`src/rtl/fc_output_arbiter_if.sv`:
```
// Bundle of requester-side and serializer-side signals for the FC output arbiter.
// The arbiter connects through the master modport, its environment through the slave modport.
interface fc_output_arbiter_if #(
    parameter int NUM_REQ      = 4,
    parameter int LAYER_HEIGHT = 5,
    parameter int WORD_SIZE    = 16
);
    localparam int ID_W = $clog2(NUM_REQ);

    logic [NUM_REQ-1:0]                                 req_valid_i;
    logic [NUM_REQ-1:0]                                 req_ready_o;
    logic [NUM_REQ-1:0][LAYER_HEIGHT-1:0][WORD_SIZE-1:0] req_data_i;
    logic                                               ser_valid_o;
    logic                                               ser_ready_i;
    logic [LAYER_HEIGHT-1:0][WORD_SIZE-1:0]             ser_data_o;
    logic                                               ser_yumi_i;
    logic [ID_W-1:0]                                    src_id_o;
    logic                                               src_id_valid_o;
    logic                                               busy_o;

    modport master (
        input  req_valid_i, req_data_i, ser_ready_i, ser_yumi_i,
        output req_ready_o, ser_valid_o, ser_data_o, src_id_o, src_id_valid_o, busy_o
    );

    modport slave (
        output req_valid_i, req_data_i, ser_ready_i, ser_yumi_i,
        input  req_ready_o, ser_valid_o, ser_data_o, src_id_o, src_id_valid_o, busy_o
    );
endinterface

```
`src/rtl/fc_output_arbiter.sv`:
```
// Round-robin arbiter sharing one parallel-to-serial FC output stage among NUM_REQ layers;
// holds the grant until the serializer drains LAYER_HEIGHT words and tags them with the source ID.
module fc_output_arbiter #(
    parameter int NUM_REQ      = 4,
    parameter int LAYER_HEIGHT = 5,
    parameter int WORD_SIZE    = 16
) (
    input  logic                 clk_i,
    input  logic                 reset_i,
    fc_output_arbiter_if.master  bus
);
    localparam int ID_W  = $clog2(NUM_REQ);
    localparam int CNT_W = $clog2(LAYER_HEIGHT + 1);
    localparam logic [CNT_W-1:0] CNT_LAST = CNT_W'(LAYER_HEIGHT - 1);

    localparam logic [1:0] S_IDLE  = 2'd0;
    localparam logic [1:0] S_LOAD  = 2'd1;
    localparam logic [1:0] S_DRAIN = 2'd2;

    logic [1:0]       state_q, state_d;
    logic [ID_W-1:0]  grant_q, grant_d;
    logic [ID_W-1:0]  last_q,  last_d;
    logic [CNT_W-1:0] cnt_q,   cnt_d;

    logic [ID_W-1:0]  pick_id;
    logic             pick_found;
    logic             in_load;
    logic             in_drain;
    logic             load_valid;

    // Outputs are forced low while reset is asserted so an aborted LOAD never accepts.
    assign in_load    = !reset_i && (state_q == S_LOAD);
    assign in_drain   = !reset_i && (state_q == S_DRAIN);
    assign load_valid = in_load && bus.req_valid_i[grant_q];

    always_comb begin : rr_pick
        logic [ID_W-1:0] cand;
        pick_id    = last_q;
        pick_found = 1'b0;
        cand       = '0;
        for (int off = 1; off <= NUM_REQ; off++) begin
            cand = ID_W'((int'(last_q) + off) % NUM_REQ);
            if (!pick_found && bus.req_valid_i[cand]) begin
                pick_found = 1'b1;
                pick_id    = cand;
            end
        end
    end

    always_comb begin
        state_d = state_q;
        grant_d = grant_q;
        last_d  = last_q;
        cnt_d   = cnt_q;
        case (state_q)
            S_IDLE: begin
                if (pick_found) begin
                    grant_d = pick_id;
                    state_d = S_LOAD;
                end
            end
            S_LOAD: begin
                if (load_valid && bus.ser_ready_i) begin
                    cnt_d   = '0;
                    state_d = S_DRAIN;
                end
            end
            S_DRAIN: begin
                if (bus.ser_yumi_i) begin
                    if (cnt_q == CNT_LAST) begin
                        last_d  = grant_q;
                        cnt_d   = '0;
                        state_d = S_IDLE;
                    end else begin
                        cnt_d = cnt_q + CNT_W'(1);
                    end
                end
            end
            default: state_d = S_IDLE;
        endcase
    end

    always_ff @(posedge clk_i) begin
        if (reset_i) begin
            state_q <= S_IDLE;
            grant_q <= '0;
            last_q  <= ID_W'(NUM_REQ - 1);
            cnt_q   <= '0;
        end else begin
            state_q <= state_d;
            grant_q <= grant_d;
            last_q  <= last_d;
            cnt_q   <= cnt_d;
        end
    end

    for (genvar gi = 0; gi < NUM_REQ; gi++) begin : g_ready
        assign bus.req_ready_o[gi] = in_load && (grant_q == ID_W'(gi))
                                     && bus.ser_ready_i && bus.req_valid_i[gi];
    end

    assign bus.ser_valid_o    = load_valid;
    assign bus.ser_data_o     = in_load ? bus.req_data_i[grant_q] : '0;
    assign bus.src_id_valid_o = in_drain;
    assign bus.src_id_o       = in_drain ? grant_q : '0;
    assign bus.busy_o         = !reset_i && (state_q != S_IDLE);
endmodule

```
`src/flat_wrapper.sv`:
```
// flat-port wrapper written by rule: the top's interface ports become plain ports
module fc_output_arbiter_flat 
#(
    parameter int NUM_REQ      = 4,
    parameter int LAYER_HEIGHT = 5,
    parameter int WORD_SIZE    = 16
)
  (clk_i, reset_i, bus_req_valid_i, bus_req_data_i, bus_ser_ready_i, bus_ser_yumi_i, bus_req_ready_o, bus_ser_valid_o, bus_ser_data_o, bus_src_id_o, bus_src_id_valid_o, bus_busy_o);
  fc_output_arbiter_if #(.NUM_REQ(NUM_REQ), .LAYER_HEIGHT(LAYER_HEIGHT), .WORD_SIZE(WORD_SIZE)) bus_i ();
  input  logic clk_i;
  input  logic reset_i;
  input wire logic [$bits(bus_i.req_valid_i)-1:0] bus_req_valid_i;
  input wire logic [$bits(bus_i.req_data_i)-1:0] bus_req_data_i;
  input wire logic [$bits(bus_i.ser_ready_i)-1:0] bus_ser_ready_i;
  input wire logic [$bits(bus_i.ser_yumi_i)-1:0] bus_ser_yumi_i;
  output wire logic [$bits(bus_i.req_ready_o)-1:0] bus_req_ready_o;
  output wire logic [$bits(bus_i.ser_valid_o)-1:0] bus_ser_valid_o;
  output wire logic [$bits(bus_i.ser_data_o)-1:0] bus_ser_data_o;
  output wire logic [$bits(bus_i.src_id_o)-1:0] bus_src_id_o;
  output wire logic [$bits(bus_i.src_id_valid_o)-1:0] bus_src_id_valid_o;
  output wire logic [$bits(bus_i.busy_o)-1:0] bus_busy_o;
  assign bus_i.req_valid_i = bus_req_valid_i;
  assign bus_i.req_data_i = bus_req_data_i;
  assign bus_i.ser_ready_i = bus_ser_ready_i;
  assign bus_i.ser_yumi_i = bus_ser_yumi_i;
  assign bus_req_ready_o = bus_i.req_ready_o;
  assign bus_ser_valid_o = bus_i.ser_valid_o;
  assign bus_ser_data_o = bus_i.ser_data_o;
  assign bus_src_id_o = bus_i.src_id_o;
  assign bus_src_id_valid_o = bus_i.src_id_valid_o;
  assign bus_busy_o = bus_i.busy_o;
  fc_output_arbiter #(.NUM_REQ(NUM_REQ), .LAYER_HEIGHT(LAYER_HEIGHT), .WORD_SIZE(WORD_SIZE)) u_core (.clk_i(clk_i), .reset_i(reset_i), .bus(bus_i));
endmodule
```
`config.mk`:
```
export PLATFORM = sky130hd
export DESIGN_NAME = fc_output_arbiter_flat
export DESIGN_NICKNAME = d
export VERILOG_FILES = /design/src/rtl/fc_output_arbiter_if.sv /design/src/rtl/fc_output_arbiter.sv /design/src/flat_wrapper.sv
export SDC_FILE = /design/constraint.sdc
export NUM_CORES = 1
export LEC_CHECK = 0
export ABC_AREA = 1
export CORE_AREA = 10 10 153 155
export DETAILED_ROUTE_END_ITERATION = 7
export DIE_AREA = 0 0 163 165
export SLEW_MARGIN = 0
export SYNTH_ARGS = -nofsm -noshare
export SYNTH_HDL_FRONTEND = slang
export SYNTH_SLANG_ARGS = --single-unit
```
`constraint.sdc`:
```
create_clock -name clk_i -period 6.7 [get_ports clk_i]
set_clock_uncertainty 0.15 [all_clocks]
set_input_delay 2.01 -clock clk_i [delete_from_list [all_inputs] [get_ports clk_i]]
set_output_delay 2.01 -clock clk_i [all_outputs]
set_load 0.02 [all_outputs]
```
After elaboration in Yosys (flattened, before gate mapping)
Cells that the tools add are included.
{"block": "word_totals", "wordCells": 87, "in_bits": 328, "out_inout_bits": 89, "reg_bits": 9}
{"block": "classes", "reduce_logical": 32, "n_eq_ne": 10, "mux": 31, "add_sub_neg": 5, "magnitude_cmp": 5}
{"cell": "binary-select mux 80 bit (select 2 bit)", "count": 1}
{"cell": "two-way mux 80 bit", "count": 2}
{"cell": "logical AND 1 bit", "count": 20}
{"cell": "two-way mux 2 bit", "count": 9}
{"cell": "< comparator 2 x 3 -> 1 bit, second input constant", "count": 5}
{"cell": "binary-select mux 1 bit (select 2 bit)", "count": 5}
{"cell": "two-way mux 1 bit", "count": 9}
{"cell": "two-way mux 3 bit", "count": 3}
{"cell": "equality test 2 bit, second input constant", "count": 3}
{"cell": "!= test 2 bit, second input constant", "count": 3}
{"cell": "one-hot mux 2 bit (3 select lines)", "count": 1}
{"cell": "one-hot mux 3 bit (2 select lines)", "count": 1}
{"cell": "AND reduction 3 bit", "count": 2}
{"cell": "adder 2 x 1 -> 2 bit, second input constant", "count": 2}
{"cell": "adder 2 bit, second input constant", "count": 2}
{"cell": "equality test 2 x 1 -> 1 bit, second input constant", "count": 2}
{"cell": "logical NOT 1 bit", "count": 4}
{"cell": "logical NOT 2 bit", "count": 2}
{"cell": "AND reduction 4 bit", "count": 1}
{"cell": "nonzero test 2 bit", "count": 2}
{"cell": "adder 3 x 1 -> 3 bit, second input constant", "count": 1}
{"cell": "equality test 3 bit, second input constant", "count": 1}
{"cell": "!= test 2 x 1 -> 1 bit, second input constant", "count": 1}
{"cell": "AND reduction 2 bit", "count": 1}

Logic depth before layout (Yosys ltp)
Gate-level depths: netlist (run 1).
{"block": "logic_depth", "word_depth": 15, "ltp_mapped": 12, "mapped_depth_nobuf": 11}

Worst setup path before layout (run 1)
Ideal clock, no wire load.
{"block": "synth_path", "path_kind": "input-to-output", "from": "input reset_i", "to": "output bus_ser_data_o[70]", "arrival_time_ps": 3129, "required_time_ps": 4540, "stages": 5, "path_slack_ps": 1411, "n_path_buf": 2, "path_cell_list": "buf_2 -> inv_1 -> nand3_1 -> clkbuf_1 -> a31oi_1"}
{"block": "synth_via", "elab_chain_cells": 3}
{"element": "start, declared", "line_no": "flat_wrapper.sv:11", "source": "input logic reset_i;"}
{"element": "logical NOT 1 bit", "line_no": "fc_output_arbiter.sv:32", "source": "assign in_load = !reset_i && (state_q == S_LOAD);"}
{"element": "logical AND 1 bit", "line_no": "fc_output_arbiter.sv:32"}
{"element": "two-way mux 80 bit", "line_no": "fc_output_arbiter.sv:103", "source": "assign bus.ser_data_o = in_load ? bus.req_data_i[grant_q] : '0;"}
{"element": "end, declared", "line_no": "flat_wrapper.sv:18", "source": "output wire logic [$bits(bus_i.ser_data_o)-1:0] bus_ser_data_o;"}
Every way passes these cells.

Final worst setup path (run 1)
{"block": "layout_path", "from": "input reset_i", "to": "output bus_ser_data_o[2]"}
Same word-level chain as after synthesis.

==> flow_summary.yaml, run 1 <==
outcome:
  outcome: "finished, final reports clean"
drt:
  drtIter0Drc: 403
  routed_wl_um: 23500
  vias_per_cell: 4.59
  ant_nets: 0
  detail_route.wl_per_cell_um: 20.4
  drc: 0
  vias: 5298
  dr.pass1.iters: 5
worst_setup_path:
  cp_slowest_cell: "clkdlybuf4s50_1"
  slowest_delay_ns: 0.69
  r2r_cells: 10
  crit_path_end_kind: "output port"
  cp_cell_sequence: "clkdlybuf4s50_1, inv_1, nand3_4, buf_4, a31oi_1, clkdlybuf4s50_1"
  critPathKind: "in2out"
  critPathBufInv: 4
  r2r_start: "u_core.grant_q[1]"
  crit_start: "reset_i"
  worstPathRequired_ns: 4.54
  path_depth: 6
  worstPathArrival_ns: 4.09
  timing.critical_path.fanout_max: 37
  crit_top_cell: "clkdlybuf4s50_1"
  crit_path_start_kind: "primary input"
  critPathTopFamily: "buffers and inverters"
die:
  io_pins: 417
  die_area_um2: 26900
  die_y_um: 165
  rows: 52
  initial_core_util_pct: 13.0
  core_um2: 20200
  die_width_um: 163
yosys:
  syn_inst: 498
  yosysUniqueCellTypes: 23
  async_reset_ff_share_pct: 0
  seq_area_frac_synth_pct: 6.86
  synth.cell_area_um2: 2630
  yosysMostFrequentCell: "nand2_1"
  syn-num-nets: 828
  synth_area_leader_cell: "nand2_1"
  synth_edf_count: 0
  avgSynthCellArea_um2: 5.27
  ys_seq_elements: 9
  synth_top_area_share_pct: 30.5
  synth_ff_type: "dfxtp_1"
  synth-warning-count: 0
  synth_area_leaders: "nand2_1, a22oi_1, a31oi_1"
  synth_commonest_cells: "nand2_1, a22oi_1, a31oi_1, clkbuf_1, inv_1"
sta:
  setup_viol: 0
  fmax_mhz: 160
  drv_slew: 0
  finalCritPeriodShare_pct: 93.3
  fin_setup_tns_ns: 0
  slew_headroom_pct: 54.6
  hold_viol: 0
  period_minus_slack_ns: 6.25
  rsz0062_at_grt: "false"
  worst_slew_pin_slew_ns: 0.680
cells_and_area:
  insertedDiodeCount: 0
  multi_input_area_um2: 2200
  layout.nets: 1215
  seqCellArea_um2: 180
  area_growth_pct: 173
  fillers: 2181
  drive_gt1_share_pct: 2.60
placed_design:
  place_congestion: 0.907
  dp_hpwl_um: 19800
  io_buffers: 416
global_routing:
  grt_max_degree: 49
  antenna_found_initial: 1
  grt_pass1_wl_um: 33600
  grt_pass1_vias: 5501
  grtUsageTotal_pct: 15.8
  grt_remaining_overflow: 0
clocking:
  tritoncts: "yes"
  cts-resized-gates: 0
  cts.clk_slew.worst_paths_ns: 0.04
  post_cts_buffers: 0
  h-tree-depth: 1
  cts_buffers: 3
  cts_sinks: 9
  clk_latency_ns: 0.24
  cts_max_path_buffers: 2
  postCtsHoldBufs: 0
  cts-root-buf: "clkbuf_16"
hold_path:
  min-delay-start: "u_core.cnt_q[1]"
  hold_depth: 2
  hold_path.class: "reg2reg"
power:
  irDropWorstVdd_mv: 0.0650
  p_total_mw: 0.662
  p_leak_nw: 2.44
  power_density_nw_per_um2: 92.5
run:
  max-cap-violations: 0
cell families (layout without fill, tap and decap cells):
kind of cell | count (synthesis) | in the layout | synth area share, %
adder cells (fa/ha/maj) | 2 | 2 | 0.953
AO/OA/AOI/OAI | 173 | 173 | 45.0
buffers and inverters | 65 | 451 | 10.0
AND/OR/NAND/NOR | 249 | 249 | 37.2
flip-flops | 9 | 9 | 6.86
stage by stage:
step                      util, %  instances  hold slack [ns]  worst slack [ns]  instance area (µm²)
final                        35.5       1154            0.351             0.452                 7160
after global placement       35.1       1150            0.340             0.492                 7080
after CTS                    35.5       1154            0.353             0.505                 7160
after detailed placement     35.1       1150            0.348             0.509                 7080
after floorplan                 -        498            0.323              1.41                 2630
after global routing         35.5       1154            0.384             0.378                 7160
report_power, final:
| group | internal, mW | switching, mW | leakage [nW] | total (mW) |
|---|---|---|---|---|
| Sequential | 0.0563 | 0.00473 | 0.0734 | 0.0610 |
| Clock | 0.0796 | 0.0269 | 0.0382 | 0.107 |
| Combinational | 0.282 | 0.212 | 2.32 | 0.495 |
sequential cells by signal (all words and copies together) (netlist names):
name,cells
u_core.grant_q,2
u_core.state_q,2
u_core.cnt_q,3
u_core.last_q,2
worst paths after layout:
kind / slack [ns] / end
hold / removal: 0.35 / u_core.cnt_q[1]
setup reg to reg: 4.32 / u_core.cnt_q[0]
hold reg to reg: 0.35 / u_core.cnt_q[1]
setup / recovery: 0.45 / bus_ser_data_o[2]
worst register-to-register path: cells and delay by family (launching register included):
kind                   cells  cell delay [ns]
DFF                        1             0.47
and+or+nand+nor            7             0.96
AOI/OAI and AO/OA          1             0.14
buffers and inverters      2             0.56
layer usage:
layer / share of wire [%] / global-route usage, %
met1: 37 / 17.6
met3: 10 / 5.50
met4: 2.0 / 3.24
met2: 51 / 28.2
met5: 0 / 0
cells in the final DEF (no fill, tap or decap), types with 6 or more instances in the layout:
| cell | Yosys | layout |
|---|---|---|
| clkdlybuf4s50_1 | 0 | 415 |
| nand2_1 | 213 | 213 |
| a22oi_1 | 80 | 80 |
| a31oi_1 | 80 | 80 |
| inv_1 | 17 | 17 |
| nor2_1 | 14 | 14 |
| nand3_1 | 11 | 10 |
| dfxtp_1 | 9 | 9 |
| buf_4 | 0 | 7 |
| a21oi_1 | 6 | 6 |
final cells by class:
class	count	share of cell area, %
clock buffer	4	1.10
inverter	21	1.10
multi-input combinational	424	30.7
sequential	9	2.52
tap	270	4.72
timing repair buffer	426	59.9
(Power assumes the default switching activity.)
==> run 2: changes to the inputs <==
GPL_ROUTABILITY_DRIVEN = 1   (was default)
==> results of run 2 <==
No change in the layout: final DEF, timing and power equal those of run 1.
